<file path="config.mk">
export PLATFORM = sky130hd
export DESIGN_NAME = famicom_input_serializer_flat
export DESIGN_NICKNAME = d
export VERILOG_FILES = /design/src/rtl/famicom_input_serializer_if.sv /design/src/rtl/famicom_input_serializer.sv /design/src/flat_wrapper.sv
export SDC_FILE = /design/constraint.sdc
export NUM_CORES = 1
export LEC_CHECK = 0
export BUFFER_PORTS_ARGS = -buffer_cell sky130_fd_sc_hd__buf_4
export CAP_MARGIN = 20
export CELL_PAD_IN_SITES_DETAIL_PLACEMENT = 1
export CELL_PAD_IN_SITES_GLOBAL_PLACEMENT = 2
export CORE_MARGIN = 2
export CORE_UTILIZATION = 29
export DETAILED_ROUTE_END_ITERATION = 12
export PLACE_DENSITY = 0.74
export SYNTH_ARGS = -nofsm -noshare
export SYNTH_HDL_FRONTEND = slang
export SYNTH_SLANG_ARGS = --single-unit
export TNS_END_PERCENT = 1
</file>
<file path="constraint.sdc">
create_clock -name clk_sys -period 1.5 [get_ports clk_sys]
set_input_delay 0.15 -clock clk_sys [delete_from_list [all_inputs] [get_ports clk_sys]]
set_output_delay 0.15 -clock clk_sys [all_outputs]
set_load 0.05 [all_outputs]
</file>
<file path="src/rtl/famicom_input_serializer_if.sv">
// Host-side signal bundle for the Famicom input serializer: pad, keystroke entry,
// Gigatron latch/pulse/data and key store status.
interface famicom_input_serializer_if;
  logic [15:0] joystick;
  logic [7:0]  key_code;
  logic        key_valid;
  logic        famicom_latch;
  logic        famicom_pulse;
  logic        famicom_data;
  logic        key_busy;
  logic        key_full;
  logic        key_drop;

  modport master (
    output joystick, key_code, key_valid, famicom_latch, famicom_pulse,
    input  famicom_data, key_busy, key_full, key_drop
  );

  modport slave (
    input  joystick, key_code, key_valid, famicom_latch, famicom_pulse,
    output famicom_data, key_busy, key_full, key_drop
  );
endinterface

</file>
<file path="src/rtl/famicom_input_serializer.sv">
// Presents a joystick and ASCII keystrokes to the Gigatron as a Famicom pad shift register.
// Define FAMICOM_KEY_FIFO_EN for a 4-entry key FIFO; otherwise a single overwriting key register.
module famicom_input_serializer #(
  parameter int KEY_HOLD = 3,
  parameter int KEY_GAP  = 1
) (
  input  logic                         clk_sys,
  input  logic                         reset,
  famicom_input_serializer_if.slave    bus
);

  localparam logic [3:0] HOLD_INIT = 4'(KEY_HOLD);
  localparam logic [3:0] GAP_INIT  = 4'(KEY_GAP);

  typedef enum logic [1:0] {IDLE, HOLD, GAP} seq_state_t;

  seq_state_t state_reg, state_next;
  logic [3:0] count_reg, count_next;
  logic [7:0] cur_key_reg, cur_key_next;
  logic       pop;
  logic       store_empty;
  logic       store_full;
  logic [7:0] store_data;

  logic latch_meta_reg, latch_sync_reg, latch_prev_reg;
  logic pulse_meta_reg, pulse_sync_reg, pulse_prev_reg;
  logic frame_event;
  logic pulse_rise;

  logic [7:0] shift_reg;
  logic [7:0] pad_byte;
  logic [7:0] key_rev;
  logic [7:0] key_byte;

  logic unused_joystick_hi;
  assign unused_joystick_hi = ^bus.joystick[15:8];

  // Latch and pulse come from the Gigatron clock domain.
  always_ff @(posedge clk_sys) begin
    if (reset) begin
      latch_meta_reg <= 1'b0;
      latch_sync_reg <= 1'b0;
      latch_prev_reg <= 1'b0;
      pulse_meta_reg <= 1'b0;
      pulse_sync_reg <= 1'b0;
      pulse_prev_reg <= 1'b0;
    end else begin
      latch_meta_reg <= bus.famicom_latch;
      latch_sync_reg <= latch_meta_reg;
      latch_prev_reg <= latch_sync_reg;
      pulse_meta_reg <= bus.famicom_pulse;
      pulse_sync_reg <= pulse_meta_reg;
      pulse_prev_reg <= pulse_sync_reg;
    end
  end

  assign frame_event = latch_prev_reg & ~latch_sync_reg;
  assign pulse_rise  = pulse_sync_reg & ~pulse_prev_reg;

  // A leaves first so it lands in the Gigatron's bit 7.
  assign pad_byte = ~{bus.joystick[0], bus.joystick[1], bus.joystick[2], bus.joystick[3],
                      bus.joystick[7], bus.joystick[6], bus.joystick[5], bus.joystick[4]};

  generate
    for (genvar gi = 0; gi < 8; gi++) begin : g_key_rev
      assign key_rev[gi] = cur_key_reg[7 - gi];
    end
  endgenerate

  assign key_byte = (state_reg == HOLD) ? key_rev : 8'hFF;

  always_ff @(posedge clk_sys) begin
    if (reset) begin
      shift_reg <= 8'hFF;
    end else if (latch_sync_reg) begin
      shift_reg <= pad_byte & key_byte;
    end else if (pulse_rise) begin
      shift_reg <= {1'b0, shift_reg[7:1]};
    end
  end

  assign bus.famicom_data = shift_reg[0];
  assign bus.key_busy     = (state_reg != IDLE);
  assign bus.key_full     = store_full;

`ifdef FAMICOM_KEY_FIFO_EN
  logic [7:0] fifo_mem [4];
  logic [1:0] wr_ptr_reg;
  logic [1:0] rd_ptr_reg;
  logic [2:0] fill_reg;
  logic       key_drop_reg;
  logic       push;

  assign store_full  = (fill_reg == 3'd4);
  assign store_empty = (fill_reg == 3'd0);
  assign store_data  = fifo_mem[rd_ptr_reg];
  // A full store still accepts a key when an entry leaves in the same cycle.
  assign push        = bus.key_valid && (!store_full || pop);

  always_ff @(posedge clk_sys) begin
    if (push) begin
      fifo_mem[wr_ptr_reg] <= bus.key_code;
    end
  end

  always_ff @(posedge clk_sys) begin
    if (reset) begin
      wr_ptr_reg   <= '0;
      rd_ptr_reg   <= '0;
      fill_reg     <= '0;
      key_drop_reg <= 1'b0;
    end else begin
      wr_ptr_reg   <= wr_ptr_reg + 2'(push);
      rd_ptr_reg   <= rd_ptr_reg + 2'(pop);
      fill_reg     <= fill_reg + 3'(push) - 3'(pop);
      key_drop_reg <= bus.key_valid && !push;
    end
  end

  assign bus.key_drop = key_drop_reg;
`else
  logic [7:0] key_store_reg;
  logic       key_occ_reg;

  // A newer keystroke replaces an unsent one; a simultaneous pop takes the old value.
  always_ff @(posedge clk_sys) begin
    if (reset) begin
      key_store_reg <= '0;
      key_occ_reg   <= 1'b0;
    end else if (bus.key_valid) begin
      key_store_reg <= bus.key_code;
      key_occ_reg   <= 1'b1;
    end else if (pop) begin
      key_occ_reg   <= 1'b0;
    end
  end

  assign store_full   = key_occ_reg;
  assign store_empty  = !key_occ_reg;
  assign store_data   = key_store_reg;
  assign bus.key_drop = 1'b0;
`endif

  always_ff @(posedge clk_sys) begin
    if (reset) begin
      state_reg   <= IDLE;
      count_reg   <= '0;
      cur_key_reg <= '0;
    end else begin
      state_reg   <= state_next;
      count_reg   <= count_next;
      cur_key_reg <= cur_key_next;
    end
  end

  always_comb begin
    state_next   = state_reg;
    count_next   = count_reg;
    cur_key_next = cur_key_reg;
    pop          = 1'b0;
    case (state_reg)
      IDLE: begin
        // Key entry waits for latch low so a load never sees K change mid-latch.
        if (!store_empty && !latch_sync_reg) begin
          pop          = 1'b1;
          state_next   = HOLD;
          count_next   = HOLD_INIT;
          cur_key_next = store_data;
        end
      end
      HOLD: begin
        if (frame_event) begin
          if (count_reg <= 4'd1) begin
            if (GAP_INIT != 4'd0) begin
              state_next = GAP;
              count_next = GAP_INIT;
            end else if (!store_empty) begin
              pop          = 1'b1;
              state_next   = HOLD;
              count_next   = HOLD_INIT;
              cur_key_next = store_data;
            end else begin
              state_next = IDLE;
              count_next = '0;
            end
          end else begin
            count_next = count_reg - 4'd1;
          end
        end
      end
      GAP: begin
        if (frame_event) begin
          if (count_reg <= 4'd1) begin
            state_next = IDLE;
            count_next = '0;
          end else begin
            count_next = count_reg - 4'd1;
          end
        end
      end
      default: begin
        state_next = IDLE;
        count_next = '0;
      end
    endcase
  end

endmodule
</file>
<file path="src/flat_wrapper.sv">
// flat-port wrapper written by rule: the top's interface ports become plain ports
module famicom_input_serializer_flat 
#(
  parameter int KEY_HOLD = 3,
  parameter int KEY_GAP  = 1
)
  (clk_sys, reset, bus_joystick, bus_key_code, bus_key_valid, bus_famicom_latch, bus_famicom_pulse, bus_famicom_data, bus_key_busy, bus_key_full, bus_key_drop);
  famicom_input_serializer_if bus_i ();
  input  logic clk_sys;
  input  logic reset;
  input wire logic [$bits(bus_i.joystick)-1:0] bus_joystick;
  input wire logic [$bits(bus_i.key_code)-1:0] bus_key_code;
  input wire logic [$bits(bus_i.key_valid)-1:0] bus_key_valid;
  input wire logic [$bits(bus_i.famicom_latch)-1:0] bus_famicom_latch;
  input wire logic [$bits(bus_i.famicom_pulse)-1:0] bus_famicom_pulse;
  output wire logic [$bits(bus_i.famicom_data)-1:0] bus_famicom_data;
  output wire logic [$bits(bus_i.key_busy)-1:0] bus_key_busy;
  output wire logic [$bits(bus_i.key_full)-1:0] bus_key_full;
  output wire logic [$bits(bus_i.key_drop)-1:0] bus_key_drop;
  assign bus_i.joystick = bus_joystick;
  assign bus_i.key_code = bus_key_code;
  assign bus_i.key_valid = bus_key_valid;
  assign bus_i.famicom_latch = bus_famicom_latch;
  assign bus_i.famicom_pulse = bus_famicom_pulse;
  assign bus_famicom_data = bus_i.famicom_data;
  assign bus_key_busy = bus_i.key_busy;
  assign bus_key_full = bus_i.key_full;
  assign bus_key_drop = bus_i.key_drop;
  famicom_input_serializer #(.KEY_HOLD(KEY_HOLD), .KEY_GAP(KEY_GAP)) u_core (.clk_sys(clk_sys), .reset(reset), .bus(bus_i));
endmodule
</file>
# Word level (Yosys, flattened, before mapping)
# Index checks and enable logic that the tools add are counted.
# classes
n_eq_ne	7
n_mux	19
n_addsub	1
reduce_logical	9
order_cmp	1
bitwise	6
# ops
operator	n
$mux W8	3
$mux W4	5
$pmux W4 S3	1
$mux W2	5
$and A8 B8 Y8	1
$ne A2 B1 Y1 const B	4
$not A8 Y8	1
$pmux W2 S3	1
$reduce_bool A2 Y1	3
$reduce_and A5 Y1	1
$le A4 B1 Y1 const B	1
$mux W1	4
$sub A4 B1 Y4 const B	1
$reduce_and A3 Y1	1
$and A1 B1 Y1	2
$eq A2 B1 Y1 const B	1
$eq A2 B2 Y1 const B	1
$logic_not A2 Y1	1
$ne A2 B2 Y1 const B	1
$not A1 Y1	2
$reduce_and A2 Y1	1
$logic_and A1 B1 Y1	1
$logic_not A1 Y1	1
# totals
register_bits	37
word_cells	55
input_bits	29

# Longest topological paths before layout
# logic_depth
word_depth	6
mapped_depth	6
depth_no_buf	5

# Worst setup path before layout
# No wires, ideal clock.
# synth_path
path_type	register to register
startpoint	register u_core.key_occ_reg (netlist: u_core.bus.key_full)
endpoint	register u_core.count_reg[3]
n_path_buf	0
path_stages_with_launch	5
arrival_time_ns	1.692
required_ns	1.380
path_slack_ns	-0.312
setup_time_ns	0.120
path_cell_list	dfxtp_1 -> nor4b_4 -> a31oi_2 -> and3b_4 -> a211o_1
# synth_via
elab_chain_cells	3
# synth_lines
item	line_no	rtl
start: declaration	famicom_input_serializer.sv:123	logic key_occ_reg;
start signal: assignment	famicom_input_serializer.sv:129	key_occ_reg <= 1'b0;
start signal: assignment	famicom_input_serializer.sv:132	key_occ_reg <= 1'b1;
start signal: assignment	famicom_input_serializer.sv:134	key_occ_reg <= 1'b0;
$logic_and A1 B1 Y1	famicom_input_serializer.sv:164	if (!store_empty && !latch_sync_reg) begin
$ne A2 B1 Y1 (no source line)	-	
$reduce_and A3 Y1 (no source line)	-	
end signal: assignment	famicom_input_serializer.sv:151	count_reg <= count_next;
end: declaration	famicom_input_serializer.sv:18	logic [3:0] count_reg, count_next;
# No other way between the ends.
# A chain may end at the register's enable or synchronous reset.

# Worst setup path in the final report
# layout_path
startpoint	register u_core.state_reg[1]
endpoint	register u_core.count_reg[3]
# layout_via
elab_chain_cells	3
word_cells_on_any_way	8
cone_classes	5 x eq/ne; 1 x mux; 2 x reduce/logical
# layout_lines
item	line_no	rtl
start: declaration	famicom_input_serializer.sv:17	seq_state_t state_reg, state_next;
start signal: assignment	famicom_input_serializer.sv:150	state_reg <= state_next;
$eq A2 B1 Y1 (tied with other cells)	famicom_input_serializer.sv:161	case (state_reg)
$ne A2 B1 Y1 (no source line)	-	
$reduce_and A3 Y1 (no source line)	-	
# Several ways; a longest one is shown, not always the timed one.

==> key figures <==
Global routing
  – GRT Total Usage: between 10% and 20%
  – First-pass GRT wire length: around 6600 µm
  – Antenna violations before repair: 0
  – Largest net degree at the start of global routing: 26
  – Vias in the first global route: about 1400
  – Overflow after GRT: 0

Timing
  – Setup Total Neg Slack: 0 ns
  – Post-Route Skew: ~0.0062 ns
  – Final setup violation count: 0
  – Post-route worst setup slack: 0.0764 ns
  – Final worst path period share: 94.9%
  – Fmax: around 0.7 GHz
  – Final count of pins violating max slew: 0
  – Tmin final: 1.42 ns
  – Final Hold Fails: 0

Yosys
  – Seq cells post-synth: 37
  – Post-synth top cells: dfxtp_1, nor2_1, nand2_1, a21oi_1, mux2i_1
  – Area share of the largest cell type after synthesis: 44.9%
  – Seq/Total Area, Yosys: roughly 45%
  – Dominant synthesized flop cell: dfxtp_1
  – Top-count cell post-synth: dfxtp_1
  – Ys Warns: 0
  – Syn_nets: approximately 220
  – Mapped Cells: 187
  – Synth cell types: 40
  – Yosys top cell by area: dfxtp_1
  – Post-synth EDFFs: 0
  – Syn avg cell area: roughly 9 µm²
  – Post-synthesis async set-or-reset flop share: 0%
  – Top cells by area, synth: dfxtp_1, nor2_1, mux2i_1, nand2_1, o311a_1
  – Mapped cell area: 1650 µm²

Floorplan
  – IO Count: 33
  – Initial Util: 29.9%
  – Die height: 79.4 µm
  – Core box area: around 5500 µm²
  – Die width: 79.4 µm
  – Die area: 6310 µm²
  – # rows: 27

Cells and area
  – Area occupied by multi-input gates: 815 µm²
  – Fin util: between 30 and 40%
  – Area grow syn2layout: 24.6%
  – # fillers: 658
  – Fraction of layout cells with a size suffix above 1: a little over a quarter
  – Antenna Cells: 0
  – Nets@finish: 249
  – Reg area: 747 µm²

Critical path
  – CP max FO: 5
  – Crit path max-delay family: flip-flops
  – Worst EP arrival: 1.60 ns
  – Crit path buf inv count: 0
  – Worst reg2reg path startpoint: u_core.state_reg[1]
  – CP Class: flop to flop
  – Worst r2r path cells: 4
  – FF-to-FF setup slack: approximately 0.076 ns
  – Crit path largest cell delay: around 0.47 ns
  – CP max-delay cell: dfxtp_1
  – CP cell instances: or2b_1, a21o_1, and4b_1, a211o_1
  – Crit end category: flop
  – Crit Reg-Reg Endpoint: u_core.count_reg[3]
  – Setup crit start kind: flop
  – Data required, critical path: 1.68 ns

Clock tree
  – CTS clk-pin slew, worst paths: around 0.080 ns
  – Post-CTS Hold Buffers: 0
  – H-Tree Level Count: 2
  – Root Driver: clkbuf_8
  – Number of buffers created by CTS: 5
  – Clk buf depth: 2
  – Worst-Skew Late Latency: 0.29 ns
  – CTS tree: yes
  – Clock sink count: 37

Power
  – LEAKAGE: 0.927 nW
  – Tot Pwr: 0.00210 W
  – PD cells: around 1000 nW/µm²
  – Max VDD drop: 0.000574 V

Hold path
  – Hold path cells: 2
  – Hold Path Sink: u_core.latch_meta_reg
  – HP Start: bus_famicom_latch
  – Hold Path Class: primary input to flop

Drt
  – DRT Pass-1 Iters: 4
  – Antenna Violating Nets Remaining: 0
  – Post-Route WL: 3800 µm
  – DR DRC count: 0
  – Via density per instance: 4.76
  – Via count: 1386
  – WL/cell: 13.1 µm
  – Initial DRC count: 73

Job
  – Max cap viols: 0

Outcome
  – Outcome: completed

Place
  – Final Wtd Congestion: 0.714
  – HPWL after detailed placement: ~2800 µm
  – Place WS: 0.0695 ns
  – IO buf count: 23
[per-layer routing]
| metal | track usage, % | share of wire, % | vias to the layer above |
|---|---|---|---|
| met3 | 3.17 | 2.6 | 4 |
| met2 | 23.3 | 51 | 12 |
| met1 | 16.6 | 46 | 668 |
| li1 | - | - | 702 |
| met5 | 0 | 0 | - |
| met4 | 3.62 | 1.1 | 0 |
[power by group]
part           internal (W)  switching [W]
combinational      0.000161       0.000171
sequential          0.00103      0.0000301
clock              0.000330       0.000384
total               0.00152       0.000585
[area by class of cell]
class | instances | area share, %
timing repair buffer | 37 | 14.1
clock inverter | 3 | 1.04
inverter | 6 | 1.10
multi-input combinational | 131 | 39.6
clock buffer | 5 | 3.35
sequential | 37 | 36.4
tap | 72 | 4.38
[worst max path at each step]
stage / start / end / slack, ns / cells after the start
floorplan: u_core.state_reg[1] / u_core.count_reg[3] / -0.02 / 5
global placement: u_core.count_reg[0] / u_core.state_reg[0] / 0.13 / 5
detailed placement: u_core.count_reg[0] / u_core.state_reg[0] / 0.07 / 5
CTS: u_core.state_reg[0] / bus_key_busy / 0.02 / 4
global route: u_core.state_reg[1] / u_core.count_reg[3] / -0.02 / 4
finish: u_core.state_reg[1] / u_core.count_reg[3] / 0.08 / 4
[metrics by stage]
stage	area, µm²	hold slack, ns	cells
detailed placement	1950	0.370	283
global route	2050	0.0727	291
floorplan	1650	0.278	187
global placement	1950	0.366	283
finish	2050	0.0731	291
CTS	2040	0.0682	291
[cell families (layout without fill, tap and decap cells)]
logic type                 count (synthesis)  count (layout)  synth area share, %
other                                      1               1                0.227
buffers and inverters                     19              51                 6.15
muxes                                     10              10                 6.07
and+or+nand+nor                           77              77                 22.7
AOI/OAI and AO/OA                         41              41                 18.4
adders and majority gates                  2               2                 1.52
DFF                                       37              37                 44.9
[cell usage in the layout (no fill, tap or decap), types with 2 or more instances in the layout]
cell type  count
o311a_1        7
mux2i_1       10
inv_1          5
nand3_1        2
dfxtp_1       34
nor3_1         4
o21bai_1       7
clkbuf_8       5
or2b_1         2
a21oi_1       13
nor2b_1        8
ha_1           2
buf_4         36
nand2_1       23
dfxtp_2        2
nor2_1        29
[timing repair]
item | CTS | global route
setup buffers | 0 | 0
resized for setup | 0 | 5
setup endpoints to repair | 0 | 2
Power figures use the tool's default switching activity.
